`config.mk`:
```
export PLATFORM = sky130hd
export DESIGN_NAME = mem_port_arbiter_flat
export DESIGN_NICKNAME = d
export VERILOG_FILES = /design/src/rtl/mem_port_arbiter_if.sv /design/src/rtl/mem_port_arbiter.sv /design/src/flat_wrapper.sv
export SDC_FILE = /design/constraint.sdc
export NUM_CORES = 1
export LEC_CHECK = 0
export BUFFER_PORTS_ARGS = -buffer_cell sky130_fd_sc_hd__clkbuf_2
export CORE_AREA = 2 2 118 120
export CTS_CLUSTER_SIZE = 14
export DETAILED_ROUTE_END_ITERATION = 16
export DIE_AREA = 0 0 120 122
export GPL_TIMING_DRIVEN = 0
export PLACE_DENSITY = 0.75
export REMOVE_ABC_BUFFERS = 1
export SYNTH_ARGS = -nofsm -noshare
export SYNTH_HDL_FRONTEND = slang
export SYNTH_SLANG_ARGS = --single-unit
export TNS_END_PERCENT = 10
```
`constraint.sdc`:
```
create_clock -name clk -period 2.4 [get_ports clk]
set_clock_uncertainty 0.15 [all_clocks]
set_input_delay 0.24 -clock clk [delete_from_list [all_inputs] [get_ports clk]]
set_output_delay 0.24 -clock clk [all_outputs]
set_load 0.02 [all_outputs]
```
`src/rtl/mem_port_arbiter_if.sv`:
```
// mem_port_arbiter_if: bundles the CPU requester (c_*), the debug/loader
// requester (d_*), the shared memory port (m_*) and the owner flag.
// The slave modport is the arbiter's view. The master modport is the
// environment's view: both requesters plus the memory behind the arbiter.
interface mem_port_arbiter_if #(
  parameter int AW = 32
);
  // CPU requester
  logic          c_req;
  logic          c_we;
  logic [AW-1:0] c_addr;
  logic [31:0]   c_wdata;
  logic          c_ready;
  logic [31:0]   c_rdata;
  logic          c_err;

  // Debug / program-loader requester
  logic          d_req;
  logic          d_we;
  logic [AW-1:0] d_addr;
  logic [31:0]   d_wdata;
  logic          d_lock;
  logic          d_ready;
  logic [31:0]   d_rdata;
  logic          d_err;

  // Single-port memory
  logic          m_en;
  logic          m_we;
  logic [AW-1:0] m_addr;
  logic [31:0]   m_wdata;
  logic [31:0]   m_rdata;

  // Current / last owner (0=C, 1=D)
  logic          owner;

  modport slave (
    input  c_req, c_we, c_addr, c_wdata,
    output c_ready, c_rdata, c_err,
    input  d_req, d_we, d_addr, d_wdata, d_lock,
    output d_ready, d_rdata, d_err,
    output m_en, m_we, m_addr, m_wdata,
    input  m_rdata,
    output owner
  );

  modport master (
    output c_req, c_we, c_addr, c_wdata,
    input  c_ready, c_rdata, c_err,
    output d_req, d_we, d_addr, d_wdata, d_lock,
    input  d_ready, d_rdata, d_err,
    input  m_en, m_we, m_addr, m_wdata,
    output m_rdata,
    input  owner
  );
endinterface

```
`src/rtl/mem_port_arbiter.sv`:
```
// mem_port_arbiter: shares the single-port unified instruction/data memory
// between the CPU (requester C) and the debug/program-loader port (D).
// Every access runs IDLE -> ISSUE -> RESP:
//   IDLE  : arbitrate, capture the winner's we/addr/wdata and check legality
//   ISSUE : one-cycle memory strobe (suppressed for an illegal address)
//   RESP  : one-cycle ready pulse to the winner with rdata/err
// Build option: define MEM_ARB_ROUND_ROBIN_EN to make simultaneous requests
// alternate strictly between C and D. In that build the starvation counter
// does not exist and STARVE_LIMIT has no effect. The default build (macro
// undefined) uses fixed C-over-D priority with starvation relief for D.
// Reset is asynchronous and active-high; it drops any transaction in flight.
module mem_port_arbiter #(
  parameter int AW           = 32,
  parameter int MEM_BYTES    = 4096,
  parameter int STARVE_LIMIT = 4
) (
  input  logic              clk,
  input  logic              reset,
  mem_port_arbiter_if.slave bus
);

  localparam logic [1:0] S_IDLE  = 2'd0;
  localparam logic [1:0] S_ISSUE = 2'd1;
  localparam logic [1:0] S_RESP  = 2'd2;

  // Legal window compared in 64 bits so any AW up to 64 works without overflow.
  localparam logic [63:0] ADDR_LIMIT = 64'(MEM_BYTES);

  // Sequencer state and the captured transaction.
  logic [1:0]    r_state;
  logic          r_owner;
  logic          r_sel;      // winner of the transaction in flight (0=C, 1=D)
  logic          r_we;
  logic          r_illegal;
  logic [AW-1:0] r_addr;
  logic [31:0]   r_wdata;

  // Arbitration and capture path.
  logic          w_any_req;
  logic          w_grant_d;
  logic          w_sel_we;
  logic [AW-1:0] w_sel_addr;
  logic [31:0]   w_sel_wdata;
  logic          w_sel_illegal;
  logic          w_lock_hold;

  // Output path.
  logic          w_issue;
  logic          w_resp;
  logic          w_m_en;
  logic          w_m_we;
  logic          w_c_ready;
  logic          w_d_ready;
  logic [31:0]   w_resp_rdata;

  assign w_any_req   = bus.c_req | bus.d_req;
  // d_lock only matters once D already owns the port.
  assign w_lock_hold = bus.d_lock & r_owner & bus.d_req;

`ifdef MEM_ARB_ROUND_ROBIN_EN
  // Arbitrate: lock first, then on contention hand the port to the requester that did not own it last.
  always_comb begin
    w_grant_d = 1'b0;
    if (w_lock_hold) begin
      w_grant_d = 1'b1;
    end else if (bus.c_req && bus.d_req) begin
      w_grant_d = ~r_owner;
    end else if (bus.c_req) begin
      w_grant_d = 1'b0;
    end else if (bus.d_req) begin
      w_grant_d = 1'b1;
    end
  end
`else
  localparam logic [3:0] STARVE_LIM = 4'(STARVE_LIMIT);
  localparam logic [3:0] STARVE_MAX = 4'd15;

  // Number of grants C has taken while D was waiting; saturates so it never wraps back below the limit.
  logic [3:0] r_starve;

  // Arbitrate: lock, then starvation relief for D, then C over D.
  always_comb begin
    w_grant_d = 1'b0;
    if (w_lock_hold) begin
      w_grant_d = 1'b1;
    end else if ((r_starve >= STARVE_LIM) && bus.d_req) begin
      w_grant_d = 1'b1;
    end else if (bus.c_req) begin
      w_grant_d = 1'b0;
    end else if (bus.d_req) begin
      w_grant_d = 1'b1;
    end
  end

  // Track how long D has been passed over; any D grant restores it to zero.
  always_ff @(posedge clk or posedge reset) begin
    if (reset) begin
      r_starve <= 4'd0;
    end else if ((r_state == S_IDLE) && w_any_req) begin
      if (w_grant_d) begin
        r_starve <= 4'd0;
      end else if (bus.d_req && (r_starve != STARVE_MAX)) begin
        r_starve <= r_starve + 4'd1;
      end
    end
  end
`endif

  // Select the winner's request fields and decide legality before they are captured.
  always_comb begin
    w_sel_we      = bus.c_we;
    w_sel_addr    = bus.c_addr;
    w_sel_wdata   = bus.c_wdata;
    if (w_grant_d) begin
      w_sel_we    = bus.d_we;
      w_sel_addr  = bus.d_addr;
      w_sel_wdata = bus.d_wdata;
    end
    w_sel_illegal = (64'(w_sel_addr) >= ADDR_LIMIT) || (w_sel_addr[1:0] != 2'b00);
  end

  // Sequence IDLE -> ISSUE -> RESP; grant and capture only from IDLE.
  always_ff @(posedge clk or posedge reset) begin
    if (reset) begin
      r_state   <= S_IDLE;
      r_owner   <= 1'b0;
      r_sel     <= 1'b0;
      r_we      <= 1'b0;
      r_illegal <= 1'b0;
      r_addr    <= '0;
      r_wdata   <= 32'h0;
    end else begin
      case (r_state)
        S_IDLE: begin
          if (w_any_req) begin
            r_state   <= S_ISSUE;
            r_owner   <= w_grant_d;
            r_sel     <= w_grant_d;
            r_we      <= w_sel_we;
            r_addr    <= w_sel_addr;
            r_wdata   <= w_sel_wdata;
            r_illegal <= w_sel_illegal;
          end
        end
        S_ISSUE: r_state <= S_RESP;
        S_RESP:  r_state <= S_IDLE;
        default: r_state <= S_IDLE;
      endcase
    end
  end

  assign w_issue = (r_state == S_ISSUE);
  assign w_resp  = (r_state == S_RESP);

  // Memory strobe lasts exactly the ISSUE cycle; an illegal address never reaches memory.
  // Address and data are zeroed outside the strobe so the bus is quiet when idle.
  assign w_m_en       = w_issue & ~r_illegal;
  assign w_m_we       = w_m_en & r_we;
  assign bus.m_en     = w_m_en;
  assign bus.m_we     = w_m_we;
  assign bus.m_addr   = w_m_en ? r_addr : '0;
  assign bus.m_wdata  = w_m_we ? r_wdata : 32'h0;

  // Memory data arrives the cycle after the strobe, which is RESP; writes and errors return zero.
  assign w_resp_rdata = (w_resp && !r_we && !r_illegal) ? bus.m_rdata : 32'h0;

  // Only the winner sees ready/err/rdata; the loser's outputs stay at zero.
  assign w_c_ready   = w_resp & ~r_sel;
  assign w_d_ready   = w_resp &  r_sel;
  assign bus.c_ready = w_c_ready;
  assign bus.d_ready = w_d_ready;
  assign bus.c_err   = w_c_ready & r_illegal;
  assign bus.d_err   = w_d_ready & r_illegal;
  assign bus.c_rdata = w_c_ready ? w_resp_rdata : 32'h0;
  assign bus.d_rdata = w_d_ready ? w_resp_rdata : 32'h0;
  assign bus.owner   = r_owner;

endmodule
```
`src/flat_wrapper.sv`:
```
// flat-port wrapper written by rule: the top's interface ports become plain ports
module mem_port_arbiter_flat 
#(
  parameter int AW           = 32,
  parameter int MEM_BYTES    = 4096,
  parameter int STARVE_LIMIT = 4
)
  (clk, reset, bus_c_req, bus_c_we, bus_c_addr, bus_c_wdata, bus_c_ready, bus_c_rdata, bus_c_err, bus_d_req, bus_d_we, bus_d_addr, bus_d_wdata, bus_d_lock, bus_d_ready, bus_d_rdata, bus_d_err, bus_m_en, bus_m_we, bus_m_addr, bus_m_wdata, bus_m_rdata, bus_owner);
  mem_port_arbiter_if #(.AW(AW)) bus_i ();
  input  logic clk;
  input  logic reset;
  input wire logic [$bits(bus_i.c_req)-1:0] bus_c_req;
  input wire logic [$bits(bus_i.c_we)-1:0] bus_c_we;
  input wire logic [$bits(bus_i.c_addr)-1:0] bus_c_addr;
  input wire logic [$bits(bus_i.c_wdata)-1:0] bus_c_wdata;
  output wire logic [$bits(bus_i.c_ready)-1:0] bus_c_ready;
  output wire logic [$bits(bus_i.c_rdata)-1:0] bus_c_rdata;
  output wire logic [$bits(bus_i.c_err)-1:0] bus_c_err;
  input wire logic [$bits(bus_i.d_req)-1:0] bus_d_req;
  input wire logic [$bits(bus_i.d_we)-1:0] bus_d_we;
  input wire logic [$bits(bus_i.d_addr)-1:0] bus_d_addr;
  input wire logic [$bits(bus_i.d_wdata)-1:0] bus_d_wdata;
  input wire logic [$bits(bus_i.d_lock)-1:0] bus_d_lock;
  output wire logic [$bits(bus_i.d_ready)-1:0] bus_d_ready;
  output wire logic [$bits(bus_i.d_rdata)-1:0] bus_d_rdata;
  output wire logic [$bits(bus_i.d_err)-1:0] bus_d_err;
  output wire logic [$bits(bus_i.m_en)-1:0] bus_m_en;
  output wire logic [$bits(bus_i.m_we)-1:0] bus_m_we;
  output wire logic [$bits(bus_i.m_addr)-1:0] bus_m_addr;
  output wire logic [$bits(bus_i.m_wdata)-1:0] bus_m_wdata;
  input wire logic [$bits(bus_i.m_rdata)-1:0] bus_m_rdata;
  output wire logic [$bits(bus_i.owner)-1:0] bus_owner;
  assign bus_i.c_req = bus_c_req;
  assign bus_i.c_we = bus_c_we;
  assign bus_i.c_addr = bus_c_addr;
  assign bus_i.c_wdata = bus_c_wdata;
  assign bus_c_ready = bus_i.c_ready;
  assign bus_c_rdata = bus_i.c_rdata;
  assign bus_c_err = bus_i.c_err;
  assign bus_i.d_req = bus_d_req;
  assign bus_i.d_we = bus_d_we;
  assign bus_i.d_addr = bus_d_addr;
  assign bus_i.d_wdata = bus_d_wdata;
  assign bus_i.d_lock = bus_d_lock;
  assign bus_d_ready = bus_i.d_ready;
  assign bus_d_rdata = bus_i.d_rdata;
  assign bus_d_err = bus_i.d_err;
  assign bus_m_en = bus_i.m_en;
  assign bus_m_we = bus_i.m_we;
  assign bus_m_addr = bus_i.m_addr;
  assign bus_m_wdata = bus_i.m_wdata;
  assign bus_i.m_rdata = bus_m_rdata;
  assign bus_owner = bus_i.owner;
  mem_port_arbiter #(.AW(AW), .MEM_BYTES(MEM_BYTES), .STARVE_LIMIT(STARVE_LIMIT)) u_core (.clk(clk), .reset(reset), .bus(bus_i));
endmodule
```
==> qor.yml, run 1 <==
detailed_routing:
  drc: 0
  wirelength_mm: 13.8
  num_vias: 4444
  viasPerCell: 4.63
  wl_per_cell_microns: 14.4
  ant_nets: 0
  dr.pass1.iters: 4
  initialDrtViolationCount: 149
power_and_ir_drop:
  power.leakage_nw: 3.80
  ir_worst_vdd_mv: 0.357
  p_per_area_nw_per_um2: 814
  finalPower_mw: 5.28
placement:
  place_hpwl_mm: 10.7
  gp_congestion: 0.814
  dpl_worst_slack_ns: -0.0825
  numPortBuffers: 301
  dpl_cell_area_sq_um: 6110
sta:
  tns_ns: 0
  fin_ws_ns: 0.142
  setup_violations: 0
  hold_viol: 0
  timing.fmax_mhz: 443
  tightest_slew_ns: 0.604
  period_share_pct: 94.1
  drv_slew: 0
  finalCriticalPeriod_ns: 2.26
  slew_headroom_pct: 59.7
  rsz0062_at_grt: "no"
floorplan:
  die_h_microns: 122
  fp.coreArea_sq_um: 13500
  dieArea_sq_um: 14600
  initial_utilization_pct: 32.3
  boundaryPins: 302
  rows: 43
  die_w_microns: 120
clocking:
  cts.path.max_buffers: 2
  h-tree-depth: 3
  cts_buffers: 9
  path_clk_slew_ns: 0.06
  root_buffer: "clkbuf_16"
  clock_sinks: 73
  clk-insertion-delay-late_ns: 0.33
  cts_tree: "built"
yosys:
  avgSynthCellArea_sq_um: 8.98
  yosysMostFrequentCell: "and2_1"
  ys_top_cells_by_count: "and2_1 (97), dfrtp_1 (73), nand2_1 (71)"
  synth_edf_count: 0
  synth_ff_type: "dfrtp_1"
  synth-async-reset-ratio_pct: 100
  synth.largest_area_cell: "dfrtp_1"
  ys_seq_elements: 73
  synth_cell_types: 27
  netlist_instances: 486
  synth_area_leaders: "dfrtp_1 (42%), mux2i_1 (15%), and2_1 (14%), nand2_1 (6.1%), and3_1 (4.6%)"
  ys_warn_count: 0
  synth_area_sq_um: 4370
  synth_top_area_share_pct: 41.8
  yosysSeqAreaShare_pct: 41.8
global_route:
  grt_max_degree: 48
  first_global_vias: 4073
  grt.total_usage_pct: 18.2
  grt_remaining_overflow: 0
  grt_pass1_wl_mm: 20.8
  grt_antenna_before_repair: 3
worst_setup_path:
  cp-start-kind: "flip-flop"
  cp-startpoint: "u_core.bus.owner"
  crit_required_ns: 2.01
  cp.arrival_ns: 1.87
  cp_cell_sequence: "nand2b_1 -> nor4_4 -> buf_4 -> and2_1 -> clkbuf_2"
  crit_fanout: 13
  critical_path.endpoint: "bus_c_rdata[8]"
  rr_worst_depth: 5
  rr_endpoint: "u_core.r_wdata[2]"
  path_buf_inv: 2
  cp_top_family: "simple AND/OR/NAND/NOR gates"
  cpPeakStageDelay_ns: 0.43
  slowest_stage: "dfrtp_1"
  cp-end-kind: "output port"
  path_depth: 5
  ff2ff_setup_slack_ns: 0.26
  r2r-start: "u_core.r_starve[3]"
  worstSetupPathType: "reg2out"
final_layout:
  syn_to_final_growth_pct: 48.4
  drive_gt1_share_pct: 43.5
  fin_nets: 941
  fin_area_sq_um: 6480
  fillers: 1367
hold_path:
  hold_class: "in2reg"
  min_from: "bus_d_wdata[10]"
  hold_depth: 3
status:
  outcome: "finished, final reports clean"
job:
  maxCapViolCount: 0
==> cell type report <==
cell class / instances / area [sq um] / share of cell area [%]
repair buffers: 313 / 1710 / 26.4
multi-input cells: 373 / 2370 / 36.6
diodes: 3 / 7.51 / 0.116
well taps: 180 / 225 / 3.47
clock inverters: 5 / 80.1 / 1.24
flip-flops and latches: 73 / 1830 / 28.2
inverters: 3 / 13.8 / 0.212
clock buffers: 10 / 239 / 3.69
==> power by group <==
group | internal (mW) | switching [mW]
clock network | 0.930 | 0.511
registers | 1.82 | 0.363
logic | 0.705 | 0.946
==> worst min-delay path by stage <==
| stage | slack [ns] | endpoint |
|---|---|---|
| finish | 0.03 | u_core.r_wdata[10] |
| global route | 0.03 | u_core.r_wdata[5] |
| CTS | 0.02 | u_core.r_wdata[10] |
| detailed placement | 0.12 | u_core.r_addr[9] |
| global placement | 0.30 | u_core.r_wdata[23] |
| floorplan | 0.27 | u_core.r_addr[11] |
==> cell usage in the layout (no fill, tap or decap), drive strengths merged, types with 3 or more instances in the layout <==
cell,instances
and2,97
o21ai,67
buf,11
nor4,13
diode,3
mux2i,65
nand2,71
and3,32
dfrtp,73
nor2,11
inv,3
and2b,3
clkbuf,311
==> cell families after synthesis <==
logic type | Yosys count | share of synthesized area, %
AOI/OAI and AO/OA | 72 | 8.85
adders and majority gates | 1 | 0.286
buffers and inverters | 41 | 4.79
DFF | 73 | 41.8
muxes | 66 | 15.2
and+or+nand+nor | 233 | 29.1
==> tightest hold or removal path: stages <==
cell      delay (ns)
clkbuf_2        0.07
mux2i_1         0.05
o21ai_1         0.10
==> registers in the layout, summed over array words and instances, names as in the netlist <==
signal	cells
u_core.r_addr	32
u_core.r_wdata	32
u_core.r_starve	4
u_core.r_state	2
u_core.bus.owner	1
u_core.r_illegal	1
u_core.r_we	1
==> repair_timing <==
item                       in CTS  in global routing
setup buffers                   2                  1
setup endpoints to repair     101                 34
hold endpoints to repair       30                  0
pin swaps                       2                  0
gates resized for setup         3                  0
cloned                          0                  1
hold buffers                    1                  0
==> stage by stage <==
step                      util [%]  std cells  hold WS, ns
after CTS                     47.8        955       0.0178
final                         48.0        960       0.0274
after detailed placement      45.3        937        0.124
after global routing          48.0        959       0.0263
after floorplan                  -        448        0.272
after global placement        43.7        929        0.303
==> metal layers <==
layer	GRT usage, %	wire [microns]	vias to the layer above
li1	-	-	2219
met1	20.0	5250	2017
met2	32.7	7140	188
met3	5.62	1160	20
met4	7.28	290	0
met5	0	0	-
(Power assumes the default switching activity.)
==> run 2, diff against run 1 <==
--- a/config.mk
+++ b/config.mk
@@ -11,5 +11,4 @@
 export DETAILED_ROUTE_END_ITERATION = 16
 export DIE_AREA = 0 0 120 122
-export GPL_TIMING_DRIVEN = 0
 export PLACE_DENSITY = 0.75
 export REMOVE_ABC_BUFFERS = 1
==> constraint.sdc (replaced) <==
create_clock -name clk -period 2.2 [get_ports clk]
set_clock_uncertainty 0.15 [all_clocks]
set_input_delay 0.44 -clock clk [delete_from_list [all_inputs] [get_ports clk]]
set_output_delay 0.44 -clock clk [all_outputs]
set_load 0.02 [all_outputs]
==> run 2 against run 1 <==
Compared with the run above: via count grew 2.4%; the run now ends with setup timing left; power grew 10%; worst hold slack gained 0.21 ns; largest cell class is now buffers; combinational power grew 13%; clock power grew 12%; cell area grew 16%.
==> qor.yml, run 2 (synthesis results as in run 1) <==
status:
  outcome: "finished with violations"
  violations: "setup timing"
placement:
  dpl_cell_area_sq_um: 6110  # about the same
  numPortBuffers: 301  # unchanged
  place_hpwl_mm: 11.0  # +2.0%
  gp_congestion: 0.863  # +6.1%
global_route:
  first_global_vias: 4543  # +12%
  grt.total_usage_pct: 19.6  # +1.4 points
  grt_remaining_overflow: 0  # unchanged
  grt_pass1_wl_mm: 22.6  # +8.6%
  grt_max_degree: 76  # +58%
  grt_antenna_before_repair: 3  # unchanged
floorplan:
  boundaryPins: 302  # unchanged
  die_w_microns: 120  # unchanged
  fp.coreArea_sq_um: 13500  # unchanged
  die_h_microns: 122  # unchanged
  initial_utilization_pct: 32.3  # unchanged
  rows: 43  # unchanged
  dieArea_sq_um: 14600  # unchanged
clocking:
  cts.path.max_buffers: 2  # unchanged
  h-tree-depth: 3  # unchanged
  cts_tree: "built"
  clk-insertion-delay-late_ns: 0.32  # about the same
  cts_buffers: 9  # unchanged
  clock_sinks: 73  # unchanged
  root_buffer: "clkbuf_16"
  path_clk_slew_ns: 0.06  # about the same
detailed_routing:
  viasPerCell: 4.71  # +1.8%
  initialDrtViolationCount: 119  # -20%
  num_vias: 4552  # +2.4%
  dr.pass1.iters: 4  # unchanged
  wirelength_mm: 15.4  # +11%
  wl_per_cell_microns: 15.9  # +10%
  drc: 0  # unchanged
  ant_nets: 0  # unchanged
worst_setup_path:
  cp.arrival_ns: 1.66  # -0.21 ns
  cp-start-kind: "flip-flop"
  cp-end-kind: "output port"
  rr_worst_depth: 5  # unchanged
  crit_required_ns: 1.61  # -0.40 ns
  crit_fanout: 18  # +5
  worstSetupPathType: "reg2out"
  ff2ff_setup_slack_ns: 0.25  # about the same
hold_path:
  hold_depth: 3  # unchanged
  hold_class: "in2reg"
final_layout:
  drive_gt1_share_pct: 45.3  # +1.8 points
  final_common_cell: "clkbuf_2"
  fin_area_sq_um: 7550  # +16%
  top_regs: "u_core.r_addr x32, u_core.r_wdata x32, u_core.r_starve x4"
  fin_nets: 946  # +0.53%
  layout_common_cells: "clkbuf_2 (172), clkbuf_8 (92), and2_1 (89)"
  syn_to_final_growth_pct: 72.8
  fin_util_pct: 55.9  # +7.9 points
sta:
  fin_ws_ns: -0.0534  # -0.195 ns
  setup_violations: 79  # +79
  hold_viol: 0  # unchanged
  period_share_pct: 102
  drv_slew: 0  # unchanged
  slew_headroom_pct: 66.0  # +6.2 points
  tightest_slew_ns: 0.511  # -0.0933 ns
  timing.fmax_mhz: 444
  rsz0062_at_grt: "yes"
  finalCriticalPeriod_ns: 2.25
power_and_ir_drop:
  power.leakage_nw: 4.08  # +7.5%
  p_per_area_nw_per_um2: 770  # -5.4%
  ir_worst_vdd_mv: 0.416  # +16%
job:
  maxCapViolCount: 0  # unchanged
-- run 2: cell types whose count changed in the layout (fill, tap and decap cells not counted), sizes merged --
cell and delta:
clkbuf -34, clkinvlp -1, clkinv +2, buf +41, inv -1, and2b -1
-- run 2: area by class of cell --
cell class              count  area (sq um)
repair buffers            319          2740
flip-flops and latches     73          1830
inverters                   3          12.5
well taps                 180           225
fillers                  1194          5960
clock inverters             5          77.6
diodes                      3          7.51
clock buffers              11           253
multi-input cells         372          2400
-- run 2: worst max-delay path: stages (launching register included) --
cell and delay [ns]:
dfrtp_1 0.37, and2b_1 0.21, and2b_4 0.23, clkbuf_16 0.20, and3_1 0.18, clkbuf_8 0.15
-- run 2: path summary, 6_finish.rpt --
kind / startpoint / end
max: u_core.r_state[1] / bus_m_wdata[1]
min: bus_d_wdata[15] / u_core.r_wdata[15]
max reg2reg: u_core.r_starve[2] / u_core.r_we
min reg2reg: u_core.r_wdata[5] / u_core.r_wdata[5]
max in group asynchronous: reset / u_core.r_wdata[22]
min in group asynchronous: reset / u_core.r_addr[10]
-- run 2: what timing repair did --
action                                 CTS  global route
pin swaps                                0             5
setup endpoints to repair              129           129
resized for setup                      198            85
gates cloned                             0             1
endpoints found under the hold margin    4             0
setup buffers                            1             0
hold buffers                             1             0
-- run 2: metal layers --
layer  global-route usage (%)  vias to the layer above  share of wire (%)
li1                         -                     2238                  -
met1                     21.2                     2099                 38
met2                     36.0                      190                 52
met3                     5.15                       25                7.2
met4                     8.53                        0                1.9
met5                        0                        -                  0
-- run 2: power by group --
part / switching [mW] / internal, mW
combinational: 1.12 / 0.753
clock: 0.558 / 1.05
sequential: 0.349 / 1.99
-- run 2: per-stage QoR --
stage	TNS, ns	power (mW)	worst slack [ns]	hold WS, ns	instances
after floorplan	-151.37	3.50	-1.46	0.292	448
after global placement	0	4.13	0.225	0.143	944
after detailed placement	0	4.21	0.206	0.146	944
after CTS	-2.54	5.87	-0.0767	0.219	962
after global routing	-11.87	6.24	-0.131	0.236	965
final	-1.80	5.81	-0.0534	0.236	966
